==> src/rtl/mux_scan_sequencer_pkg.sv <==
// Shared types and helpers for the mux scan sequencer.
package mux_scan_sequencer_pkg;

  typedef enum logic {
    IDLE = 1'b0,
    SCAN = 1'b1
  } state_e;

  // A requested length of 0, or one longer than the word, means a full-word scan.
  function automatic int unsigned clamp_len(input int unsigned len, input int unsigned n);
    return ((len == 0) || (len > n)) ? n : len;
  endfunction

  // Select must cover every mux input; the length field must be able to encode N.
  function automatic bit params_ok(input int unsigned n, input int unsigned m,
                                   input int unsigned lw);
    return (n >= 1) && (m >= 1) && (lw >= 1) &&
           ((64'(1) << m) >= 64'(n)) && ((64'(1) << lw) > 64'(n));
  endfunction

endpackage

==> src/rtl/mux_scan_sequencer_counter.sv <==
// Select up-counter with load/increment/clear and last-index compare against len_q.
module mux_scan_counter
  import mux_scan_sequencer_pkg::*;
#(
  parameter int unsigned M  = 4,
  parameter int unsigned LW = 4
) (
  input  logic          clk,
  input  logic          rst_n,
  input  logic          load,
  input  logic          inc,
  input  logic          clear,
  input  logic [LW-1:0] len_q,
  output logic [M-1:0]  sel,
  output logic          last_c
);

  localparam int unsigned CW = ((M > LW) ? M : LW) + 1;

  logic [M-1:0] sel_q;
  logic [M-1:0] sel_d;
  logic [M:0]   sel_inc;

  // Next select: a new word or a finished word restarts at 0, otherwise step on accept.
  always_comb begin
    sel_inc = {1'b0, sel_q} + (M + 1)'(1);
    sel_d   = sel_q;
    if (load || clear) begin
      sel_d = '0;
    end else if (inc) begin
      sel_d = sel_inc[M-1:0];
    end
  end

  // Widened compare so the final index is detected without relying on wrap.
  assign last_c = (CW'(sel_inc) == CW'(len_q));

  // Select register.
  always_ff @(posedge clk or negedge rst_n) begin
    if (!rst_n) begin
      sel_q <= '0;
    end else begin
      sel_q <= sel_d;
    end
  end

  assign sel = sel_q;

endmodule

==> src/rtl/mux_scan_sequencer.sv <==
// Loads an N-bit word over valid/ready and steps sel across it, one index per accepted beat.
module mux_scan_sequencer
  import mux_scan_sequencer_pkg::*;
#(
  parameter int unsigned N  = 9,
  parameter int unsigned M  = 4,
  parameter int unsigned LW = 4
) (
  input  logic          clk,
  input  logic          rst_n,
  input  logic [N-1:0]  in_data,
  input  logic [LW-1:0] in_len,
  input  logic          in_valid,
  output logic          in_ready,
  output logic [N-1:0]  word_q,
  output logic [M-1:0]  sel,
  output logic          out_valid,
  input  logic          out_ready,
  output logic          out_last,
  output logic          busy
);

  if (!params_ok(N, M, LW)) begin : g_param_check
    $fatal(1, "mux_scan_sequencer: need N>=1, 2**M>=N and 2**LW>N");
  end

  state_e        state_q;
  state_e        state_d;
  logic [N-1:0]  word_d;
  logic [LW-1:0] len_q;
  logic [LW-1:0] len_d;
  logic          last_c;
  logic          beat;
  logic          load;

  // Handshake decode; out_ready -> in_ready is the only combinational input path.
  assign out_valid = (state_q == SCAN);
  assign busy      = out_valid;
  assign out_last  = out_valid & last_c;
  assign beat      = out_valid & out_ready;
  assign in_ready  = (state_q == IDLE) | (beat & out_last);
  assign load      = in_valid & in_ready;

  // Next state, held word and clamped length.
  always_comb begin
    state_d = state_q;
    word_d  = word_q;
    len_d   = len_q;
    if (load) begin
      state_d = SCAN;
      word_d  = in_data;
      len_d   = LW'(clamp_len(32'(in_len), N));
    end else if (beat && last_c) begin
      state_d = IDLE;
    end
  end

  // State, word and length registers.
  always_ff @(posedge clk or negedge rst_n) begin
    if (!rst_n) begin
      state_q <= IDLE;
      word_q  <= '0;
      len_q   <= LW'(N);
    end else begin
      state_q <= state_d;
      word_q  <= word_d;
      len_q   <= len_d;
    end
  end

  mux_scan_counter #(
    .M  (M),
    .LW (LW)
  ) u_counter (
    .clk    (clk),
    .rst_n  (rst_n),
    .load   (load),
    .inc    (beat & ~last_c),
    .clear  (beat & last_c),
    .len_q  (len_q),
    .sel    (sel),
    .last_c (last_c)
  );

endmodule

==> config.mk <==
export PLATFORM = sky130hd
export DESIGN_NAME = mux_scan_sequencer
export DESIGN_NICKNAME = d
export VERILOG_FILES = /design/src/rtl/mux_scan_sequencer_pkg.sv /design/src/rtl/mux_scan_sequencer_counter.sv /design/src/rtl/mux_scan_sequencer.sv
export SDC_FILE = /design/constraint.sdc
export NUM_CORES = 1
export LEC_CHECK = 0
export BUFFER_PORTS_ARGS = -buffer_cell sky130_fd_sc_hd__buf_2
export CORE_ASPECT_RATIO = 1.1
export CORE_MARGIN = 1
export CORE_UTILIZATION = 51
export CTS_CLUSTER_DIAMETER = 50
export DETAILED_ROUTE_END_ITERATION = 6
export PLACE_DENSITY = 0.82
export REMOVE_ABC_BUFFERS = 1
export SYNTH_ARGS = -nofsm -noshare
export SYNTH_HDL_FRONTEND = slang
export SYNTH_HIERARCHICAL = 1
export SYNTH_SLANG_ARGS = --single-unit
==> constraint.sdc <==
create_clock -name clk -period 4.2 [get_ports clk]
set_input_delay 0.42 -clock clk [delete_from_list [all_inputs] [get_ports clk]]
set_output_delay 0.42 -clock clk [all_outputs]
set_load 0.02 [all_outputs]
==> metrics.yaml <==
status: "finished clean"
cp.arrival_ns: 2.21
r2r_end: "word_q[6]"
insertion_delay_ns: 0.28
path_class: "reg -> out"
antenna_cells: 0
synth_edf_count: 0
yosysTopAreaCell: "dfrtp_1"
p_comb_frac: 0.537
antenna_found_initial: 0
p_seq_frac: 0.355
p_leak_uw: 0.000588
synth_cell_types: 27
period_share: 0.626
syn_avg_cell_area_sq_um: 12.8
ys_ff_latch: 18
ctsHoldBuffers: 0
dp_slack_ns: 1.89
drv_slew: 0
synth_ff_type: "dfrtp_1"
groute.usage.overall: 0.170
dieArea_sq_um: 1970
grt_start_max_net_pins: 19
switching_share: 0.410
first_pass_iters: 4
r2r-start: "u_counter/sel[0]"
routed_wl_microns: 1670
design_area_sq_um: 1120
htree_levels: 1
grt-ovfl-total: 0
setup_viol: 0
core_area_sq_um: 1630
clkSinkCount: 18
startpoint: "u_counter/sel[0]"
clock_path_buffers: 2
start_kind: "flip-flop"
rows: 15
post-cts-setup-buffer-count: 0
cts_buffers: 3
finalPower_uw: 947
io_pins: 34
p_int_uw: 558
worst-endpoint-required_ns: 3.78
placed_area_sq_um: 1080
hold_viol_final: 0
reg2regPathDepth: 7
io_buffers: 33
async_flop_share: 1.00
slowest_stage: "a2111oi_2"
finClkSkew_ns: 0.00126
cts_tree: "yes"
nFillCells: 129
grt_pass1_vias: 611
ys_top_cells_by_area: "dfrtp_1, mux2_4, dfstp_2"
wl_per_cell_microns: 13.5
relSlewSlack: 0.686
timing.fmax_ghz: 0.381
rsz0062_at_grt: "no"
cp-end-kind: "primary output"
r2r_setup_slack_ns: 1.86
cpPeakStageDelay_ns: 0.50
routed_via_density: 5.37
yosysWarnings: 6
syn_inst: 72
ctsResizeCount: 0
drive_above_1_share: 0.505
clk_pin_slew_ns: 0.10
worstMarginPinSlew_ns: 0.469
holdCritPathClass: "in -> async"
nNetsFinal: 126
vias: 666
fin_setup_tns_ns: 0
syn_area_sq_um: 918
maxCapViolations: 0
synth_top_area_frac: 0.436
pwr-share-clk: 0.108
total_switching_power_uw: 388
ys_seq_area_frac: 0.493
root_buffer: "clkbuf_4"
die-width_microns: 42.5
antenna_left: 0
routabilityCongestion: 0.813
initial_core_util: 0.562
ir_drop_uv: 424
die_height_microns: 46.5
fin_crit_ns: 2.63
area_growth_pct: 21.8
powerDensity_nw_per_um2: 846
path_max_fanout: 7
setup_slack_ns: 1.57
cp_cell_sequence: "ha_1 -> and3b_2 -> nor3_1 -> a2111oi_2 -> a21bo_4 -> buf_2"
drcViolationCount: 0
grt_first_pass_wirelength_microns: 2470
post-dp-hpwl_microns: 1340
drtIter0Drc: 13
cell usage after synthesis, types with 2 or more instances:
| cell type | count |
|---|---|
| dfrtp_1 | 16 |
| mux2_4 | 9 |
| nor3_1 | 8 |
| xnor2_1 | 4 |
| xor2_1 | 4 |
| nand2_1 | 3 |
| nor2_1 | 3 |
| a21oi_1 | 2 |
| a31oi_1 | 2 |
| dfstp_2 | 2 |
| mux2_2 | 2 |
| nor2b_1 | 2 |
how the worst max path moves through the flow:
stage                end  slack [ns]  cells past startpoint
3_5_place_dp   word_q[6]        1.89                      7
3_3_place_gp   word_q[8]        1.98                      7
6_report        in_ready        1.57                      6
2_1_floorplan   len_q[1]        1.89                      7
4_1_cts         in_ready        1.58                      6
5_1_grt         in_ready        1.45                      6
metal layers:
layer | vias up | track usage | share of wire
met5 | - | 0 | 0
met4 | 0 | 0.0500 | 0.0036
met3 | 2 | 0.0353 | 0.032
met2 | 16 | 0.332 | 0.55
met1 | 321 | 0.188 | 0.42
li1 | 327 | - | -
cell families after synthesis:
family,count (synthesis),synth area share
multiplexers,12,0.183
XOR/XNOR,8,0.0763
adder cells (fa/ha/maj),1,0.0136
buffers and inverters,3,0.0286
AO/OA/AOI/OAI,7,0.0668
AND/OR/NAND/NOR,23,0.139
flip-flops,18,0.493
worst max-delay path: cells and delay by family, from the launching register on:
family / cells / cell delay (ns)
flip-flops: 1 / 0.48
AND/OR/NAND/NOR: 2 / 0.25
adder cells (fa/ha/maj): 1 / 0.28
buffers and inverters: 1 / 0.17
AO/OA/AOI/OAI: 2 / 0.75
through the flow:
step           hold slack [ns]   util  cells
2_1_floorplan            0.124      -     70
3_3_place_gp             0.360  0.663    120
3_5_place_dp             0.362  0.663    120
4_1_cts                 0.0449  0.685    124
5_1_grt                 0.0592  0.685    124
6_report                0.0441  0.685    124
cells in the final DEF, fill, tap and decap left out, types with 2 or more instances in the layout:
master / count
dfrtp_1: 16
xor2_1: 4
mux2_2: 2
nor2b_1: 2
xnor2_1: 4
clkbuf_4: 3
nor2_1: 3
a21oi_1: 2
nor3_1: 8
mux2_4: 9
a31oi_1: 2
dfstp_2: 2
nand2_1: 3
buf_2: 33
area by class of cell:
| class | count | area [sq um] | area share |
|---|---|---|---|
| flip-flops and latches | 18 | 453 | 0.405 |
| multi-input cells | 51 | 439 | 0.393 |
| repair buffers | 33 | 165 | 0.148 |
| clock buffers | 4 | 36.3 | 0.0324 |
| well taps | 17 | 21.3 | 0.0190 |
| inverters | 1 | 3.75 | 0.00336 |
sequential cells by signal, summed over array words and instances, names as in the netlist:
name and count:
u_counter/sel 4, len_q 4, busy 1, word_q 9
power by group through the flow:
stage	Combinational, uW	Sequential, uW	Clock [uW]
3_5_place_dp	508	341	0
2_1_floorplan	297	410	0
5_1_grt	542	347	112
3_3_place_gp	494	333	0
4_1_cts	510	337	106
6_report	508	336	102
Note: power is estimated with default switching activity, not from simulation.
